`src/rtl/mem_port_arbiter.sv`:
```
// mem_port_arbiter
//
// Lets the cpu instruction-fetch port and the cpu load/store port share one
// single-ported memory. Only one transaction is in flight at a time. A
// transaction is issued to memory for one cycle. For a read, the block then
// waits LATENCY cycles and returns mem_rdata to the requester that owns the
// transaction, together with a one-cycle valid pulse.
//
// Arbitration:
//   Default build  : the data port always wins over the instruction port.
//   MEM_ARB_RR_EN  : on a tie, the port that did not win last time wins.
//
// Parameters:
//   LATENCY  memory read latency in cycles, from mem_en to valid mem_rdata (1..15)
//   AW       address width
//   DW       data width
//
// Ports:
//   clock, reset                    rising-edge clock; asynchronous active-high reset
//   inst_req/addr                   instruction read request, held until inst_gnt
//   inst_gnt/rvalid/rdata           grant pulse, read-valid pulse, read data
//   data_req/rw/addr/wdata          data request (rw=1 means write), held until data_gnt
//   data_gnt/rvalid/rdata           grant pulse, read-valid pulse (reads only), read data
//   mem_en/rw/addr/wdata            memory strobe and command, valid in the issue cycle
//   mem_rdata                       memory read data, valid LATENCY cycles after mem_en

module mem_port_arbiter #(
  parameter int unsigned LATENCY = 1,
  parameter int unsigned AW      = 32,
  parameter int unsigned DW      = 32
) (
  input  logic          clock,
  input  logic          reset,

  input  logic          inst_req,
  input  logic [AW-1:0] inst_addr,
  output logic          inst_gnt,
  output logic          inst_rvalid,
  output logic [DW-1:0] inst_rdata,

  input  logic          data_req,
  input  logic          data_rw,
  input  logic [AW-1:0] data_addr,
  input  logic [DW-1:0] data_wdata,
  output logic          data_gnt,
  output logic          data_rvalid,
  output logic [DW-1:0] data_rdata,

  output logic          mem_en,
  output logic          mem_rw,
  output logic [AW-1:0] mem_addr,
  output logic [DW-1:0] mem_wdata,
  input  logic [DW-1:0] mem_rdata
);

  typedef enum logic [1:0] {
    IDLE  = 2'd0,
    ISSUE = 2'd1,
    WAIT  = 2'd2,
    RESP  = 2'd3
  } state_e;

  // The counter is loaded with LATENCY-1 on entry to WAIT. WAIT is left on
  // the cycle in which the counter reads 1, so that RESP falls exactly
  // LATENCY cycles after ISSUE.
  localparam logic [3:0] WAIT_INIT = 4'(LATENCY - 1);

  state_e        state_q, state_d;
  logic          owner_q, owner_d;        // 1 = data port owns the transaction
  logic          rw_q, rw_d;
  logic [AW-1:0] addr_q, addr_d;
  logic [DW-1:0] wdata_q, wdata_d;
  logic [3:0]    cnt_q, cnt_d;
  logic [DW-1:0] inst_hold_q, inst_hold_d;
  logic [DW-1:0] data_hold_q, data_hold_d;
  logic          pick_data;

`ifdef MEM_ARB_RR_EN
  logic          last_q, last_d;          // 1 = data port won the previous grant
`endif

  // Winner selection. This is only used in IDLE, when at least one request
  // is high.
  always_comb begin
`ifdef MEM_ARB_RR_EN
    if (data_req && inst_req) begin
      pick_data = ~last_q;
    end else begin
      pick_data = data_req;
    end
`else
    pick_data = data_req;
`endif
  end

  // Next-state logic for the transaction sequence.
  always_comb begin
    state_d     = state_q;
    owner_d     = owner_q;
    rw_d        = rw_q;
    addr_d      = addr_q;
    wdata_d     = wdata_q;
    cnt_d       = cnt_q;
    inst_hold_d = inst_hold_q;
    data_hold_d = data_hold_q;
`ifdef MEM_ARB_RR_EN
    last_d      = last_q;
`endif

    case (state_q)
      IDLE: begin
        if (inst_req || data_req) begin
          owner_d = pick_data;
          rw_d    = pick_data & data_rw;
          addr_d  = pick_data ? data_addr : inst_addr;
          wdata_d = pick_data ? data_wdata : '0;
`ifdef MEM_ARB_RR_EN
          last_d  = pick_data;
`endif
          state_d = ISSUE;
        end
      end

      ISSUE: begin
        if (rw_q) begin
          state_d = IDLE;
        end else if (LATENCY == 1) begin
          state_d = RESP;
        end else begin
          cnt_d   = WAIT_INIT;
          state_d = WAIT;
        end
      end

      WAIT: begin
        cnt_d = cnt_q - 4'd1;
        if (cnt_q == 4'd1) begin
          state_d = RESP;
        end
      end

      RESP: begin
        if (owner_q) begin
          data_hold_d = mem_rdata;
        end else begin
          inst_hold_d = mem_rdata;
        end
        state_d = IDLE;
      end

      default: begin
        state_d = IDLE;
      end
    endcase
  end

  // State and transaction registers. Reset drops any transaction in flight.
  always_ff @(posedge clock or posedge reset) begin
    if (reset) begin
      state_q     <= IDLE;
      owner_q     <= 1'b0;
      rw_q        <= 1'b0;
      addr_q      <= '0;
      wdata_q     <= '0;
      cnt_q       <= 4'd0;
      inst_hold_q <= '0;
      data_hold_q <= '0;
`ifdef MEM_ARB_RR_EN
      last_q      <= 1'b0;
`endif
    end else begin
      state_q     <= state_d;
      owner_q     <= owner_d;
      rw_q        <= rw_d;
      addr_q      <= addr_d;
      wdata_q     <= wdata_d;
      cnt_q       <= cnt_d;
      inst_hold_q <= inst_hold_d;
      data_hold_q <= data_hold_d;
`ifdef MEM_ARB_RR_EN
      last_q      <= last_d;
`endif
    end
  end

  // Output decode. The memory command is forced to zero outside ISSUE, so the
  // bus stays quiet while idle or waiting. Read data is passed straight
  // through in RESP. At all other times each port shows its last response.
  always_comb begin
    mem_en      = (state_q == ISSUE);
    mem_rw      = mem_en & rw_q;
    mem_addr    = mem_en ? addr_q : '0;
    mem_wdata   = mem_en ? wdata_q : '0;
    inst_gnt    = mem_en & ~owner_q;
    data_gnt    = mem_en & owner_q;
    inst_rvalid = (state_q == RESP) & ~owner_q;
    data_rvalid = (state_q == RESP) & owner_q;
    inst_rdata  = inst_rvalid ? mem_rdata : inst_hold_q;
    data_rdata  = data_rvalid ? mem_rdata : data_hold_q;
  end

endmodule

```
`config.mk`:
```
export PLATFORM = sky130hd
export DESIGN_NAME = mem_port_arbiter
export DESIGN_NICKNAME = d
export VERILOG_FILES = /design/src/rtl/mem_port_arbiter.sv
export SDC_FILE = /design/constraint.sdc
export NUM_CORES = 1
export LEC_CHECK = 0
export ABC_AREA = 1
export BUFFER_PORTS_ARGS = -buffer_cell sky130_fd_sc_hd__buf_4
export CORE_ASPECT_RATIO = 0.5
export CORE_MARGIN = 2
export CORE_UTILIZATION = 40
export DETAILED_ROUTE_END_ITERATION = 6
export HOLD_SLACK_MARGIN = 0.15
export PLACE_DENSITY_LB_ADDON = 0.15
export SYNTH_ARGS = -nofsm -noshare
export SYNTH_HDL_FRONTEND = slang
export SYNTH_SLANG_ARGS = --single-unit
```
`constraint.sdc`:
```
create_clock -name clock -period 9.15 [get_ports clock]
set_input_delay 0.4575 -clock clock [delete_from_list [all_inputs] [get_ports clock]]
set_output_delay 0.4575 -clock clock [all_outputs]
set_load 0.05 [all_outputs]
```
* After elaboration in Yosys (flattened, before gate mapping) *
Index checks and enable logic that the tools add are counted.

storage, ports and cells
  register bits after elaboration = 136
  input bits = 133
  output and inout bits = 134
  word-level logic and storage cells = 38

operators by class
  add/sub/neg operators = 1
  equal/unequal tests = 6
  mux-type cells = 10
  bitwise operators = 7
  reduce and logical (&&, ||, !) cells = 6

operators with widths
  operator                                              count
  2-to-1 mux 32 bit                                     6
  case mux 2 bit (4 select lines)                       1
  AND reduction 2 bit                                   4
  AND 1 bit                                             6
  2-to-1 mux 2 bit                                      3
  equality test 2 bit (second input constant)           2
  equality test 4 x 1 -> 1 bit (second input constant)  1
  inequality test 2 bit (second input constant)         2
  subtractor 4 x 1 -> 4 bit (second input constant)     1
  equality test 2 x 1 -> 1 bit (second input constant)  1
  logical NOT 2 bit                                     1
  logical OR 1 bit                                      1
  inverter 1 bit                                        1

* Longest topological paths before layout *
  depth after elaboration = 3
  depth in mapped cells = 8

* Least setup slack after synthesis *
Ideal clock, no wire load.

  kind = reg-to-output
  from = register state_q[0]
  to = output port inst_rdata[6]
  data arrival time = 2.018 ns
  slack = 6.675 ns
  cell stages (with the launch flop) = 6
  buffers on the path = 3
  cell sequence = dfrtp_1 > buf_2 > nand3_1 > buf_2 > buf_2 > o21ai_0

on the way
  word-level cells in the longest chain between the ends = 3

RTL lines
  item                      RTL line  text
  start: declaration        68        state_e state_q, state_d;
  start signal: assignment  172       state_q <= state_d;
  equality test 2 bit       196       inst_rvalid = (state_q == RESP) & ~owner_q;
  AND 1 bit                 196
  2-to-1 mux 32 bit         198       inst_rdata = inst_rvalid ? mem_rdata : inst_hold_q;
  end: declaration          39        output logic [DW-1:0] inst_rdata,

Every way passes these cells.

* Final worst setup path *
  from = register state_q[0]
  to = output port data_rdata[21]

on the way
  word-level cells in the longest chain between the ends = 3

RTL lines
  item                 RTL line  text
  equality test 2 bit  197       data_rvalid = (state_q == RESP) & owner_q;
  AND 1 bit            197
  2-to-1 mux 32 bit    199       data_rdata = data_rvalid ? mem_rdata : data_hold_q;
  end: declaration     47        output logic [DW-1:0] data_rdata,

Every way passes these cells.

==> flow_summary_export.csv <==
group,metric,value,unit
drt,ant_nets,0,
worst_setup_path,cp_cell_sequence,"nand3_2 > buf_4 > nand2_1 > o21ai_0 > buf_4",
finish,mostFrequentLayoutCells,"buf_4 (272), nand2_1 (201), dfrtp_1 (136), o21ai_0 (132), inv_1 (106)",
die,fp.dieW,180,um
yosys,synth_compound_area_frac,0.134,
clock_network,cts_inserted_buffers,17,
drt,wl_met1,6890,um
finish,nFillCells,1437,
drt,wl_per_cell,12.7,um
yosys,syn_nets,911,
clock_network,cts.sinks,136,
clock_network,root_buffer,"clkbuf_16",
status,outcome,"finished clean",
drt,firstDrtPassIters,5,
place,pre_cts_ws,6.71,ns
yosys,synth_cell_type_count,21,
grt,grt_pass1_vias,5388,
drt,routed_wl,15600,um
yosys,synth_top_area_frac,0.551,
worst_setup_path,rrSetupSlack,7.37,ns
yosys,syn_inst,776,
drt,met2_length,7790,um
timing,max_slew_margin,0.401,
yosys,synthMuxAreaShare,0,
yosys,yosysTopAreaCell,"dfrtp_1",
finish,multiInputGateArea,2120,sq um
yosys,synth_area_leaders,"dfrtp_1 (55%), nand2_1 (12%), o21ai_0 (11%), inv_1 (6.5%), nor2_1 (4.3%)",
timing,slew_viol_final,0,
clock_network,cts_resized,0,
yosys,synth_fa_ha_area_frac,0.00405,
yosys,synth-simple-area-share,0.202,
worst_setup_path,end_kind,"output pin",
die,die_h,91.9,um
yosys,seq_area_frac_synth,0.551,
place,io_buffers,266,
yosys,synth_top_family_by_area,"simple AND/OR/NAND/NOR gates",
clock_network,clk_latency,0.40,ns
worst_setup_path,critPathKind,"flip-flop to output pin",
run,cap_violations,0,
yosys,yosysWarnings,0,
die,core_area,15300,sq um
finish,final_nets,1154,
grt,grtUsageTotal,0.191,
yosys,syn_area,6180,sq um
finish,final_common_cell,"buf_4",
finish,areaGrowthSynthToFinish,42.7,%
worst_setup_path,cpMostUsedCell,"buf_4",
timing,setup_viol,0,
timing,fin_skew,0.00902,ns
clock_network,clock_path_buffers,2,
drt,route.met3.wl,806,um
yosys,syn_area_per_cell,7.96,sq um
grt,antenna_found_initial,0,
timing,rsz0062_at_grt,"false",
die,die_area,16500,sq um
clock_network,ctsHoldBuffers,0,
finish,regArea,3400,sq um
hold_path,hold_class,"input port to async pin",
clock_network,cts_setup_buffers,0,
timing,period_minus_slack,2.54,ns
worst_setup_path,worstSetupStartpointType,"flip-flop",
worst_setup_path,r2r_end,"wdata_q[21]",
drt,post_drt_via_cell_ratio,4.54,
timing,final.period_utilization,0.278,
die,io_pins,267,
grt,grt_first_pass_wirelength,25900,um
worst_setup_path,r2r_start,"state_q[1]",
place,dp_cells,1204,
power,power.leakage,0.00473,uW
clock_network,clk_pin_slew,0.06,ns
drt,highest-signal-layer,"met4",
worst_setup_path,crit_slowest_cell,"buf_4",
timing,setup_ws,6.61,ns
worst_setup_path,worstRegToRegCells,5,
place,place_congestion,0.753,
finish,antenna_cells,0,
worst_setup_path,crit_arrival,2.08,ns
yosys,synthXorXnorAreaFrac,0.00284,
worst_setup_path,required,8.69,ns
clock_network,cts_tree,"yes",
die,start_util,0.405,
timing,tightest_slew,0.898,ns
timing,final-hold-violation-count,0,
drt,dr_total_vias,5597,
finish,final_cells,1234,
drt,drc_errors,0,
worst_setup_path,cp_max_fo,96,
die,rows,32,
drt,drt_iter0_drc,241,
yosys,ys_ff_latch,136,
clock_network,ctsHtreeMaxLevel,4,
grt,grt_overflow,0,
power,vdd_drop_max,0.000161,V
timing,fmax,394,MHz
worst_setup_path,slowest_delay,0.59,ns
power,cellPowerDensity,447,nW/um^2
grt,grt_max_degree,99,
timing,finalSetupTns,0,ns
finish,final_layout_size_suffix_gt1_frac,0.303,
place,hpwl,10700,um
## power breakdown
group	internal (uW)	switching, uW
logic	614	1690
clock network	413	253
registers	884	85.7
total	1910	2030
## area by class of cell
class / instances / area share
timing repair buffer: 272 / 0.232
inverter: 109 / 0.0470
multi-input combinational: 483 / 0.241
tap: 204 / 0.0290
clock buffer: 19 / 0.0514
clock inverter: 11 / 0.0143
sequential: 136 / 0.386
## cells by family after synthesis
family | after synthesis
and+or+nand+nor | 314
AOI/OAI and AO/OA | 165
buffers and inverters | 157
DFF | 136
xor gates and xnor gates | 2
adders and majority gates | 2
## registers in the layout, summed over array words and instances (netlist names)
| register | count |
|---|---|
| addr_q | 32 |
| owner_q | 1 |
| cnt_q | 4 |
| wdata_q | 32 |
| inst_hold_q | 32 |
| rw_q | 1 |
| data_hold_q | 32 |
| state_q | 2 |
## stage by stage
step | util | instance area [sq um] | hold WS, ns | power, uW
3_3_place_gp | 0.540 | 8240 | 0.452 | 3270
2_1_floorplan | - | 6180 | 0.436 | 2650
4_1_cts | 0.578 | 8820 | 0.174 | 3980
3_5_place_dp | 0.540 | 8240 | 0.454 | 3300
6_report | 0.578 | 8820 | 0.154 | 3940
5_1_grt | 0.578 | 8820 | 0.201 | 4180
## worst max-delay path by stage
stage	start	end	slack, ns	depth (start not counted)
final	state_q[0]	data_rdata[21]	6.61	5
after global routing	state_q[0]	data_rdata[18]	6.40	5
after CTS	state_q[0]	data_rdata[0]	6.58	5
after detailed placement	data_req	addr_q[13]	6.71	5
after global placement	data_req	addr_q[14]	6.82	5
after floorplan	reset	addr_q[0]	5.05	1
## cells in the mapped netlist (all sizes together)
cell    count
nand2     203
o21ai     164
dfrtp     136
inv       109
nor2       74
nand3      36
buf        34
clkbuf     14
ha          2
a21oi       1
nand4       1
xnor2       1
xor2        1
## worst max-delay path: cells and delay by family, from the launching register on
family | cells | cell delay [ns]
DFF | 1 | 0.47
and+or+nand+nor | 2 | 0.23
AOI/OAI and AO/OA | 1 | 0.14
buffers and inverters | 2 | 0.83
## routing by layer
| layer | vias to the layer above | global-route usage |
|---|---|---|
| met4 | 0 | 0.0474 |
| met3 | 13 | 0.0409 |
| li1 | 2893 | - |
| met5 | - | 0 |
| met1 | 2544 | 0.242 |
| met2 | 147 | 0.338 |
Note: power is estimated with default switching activity, not from simulation.
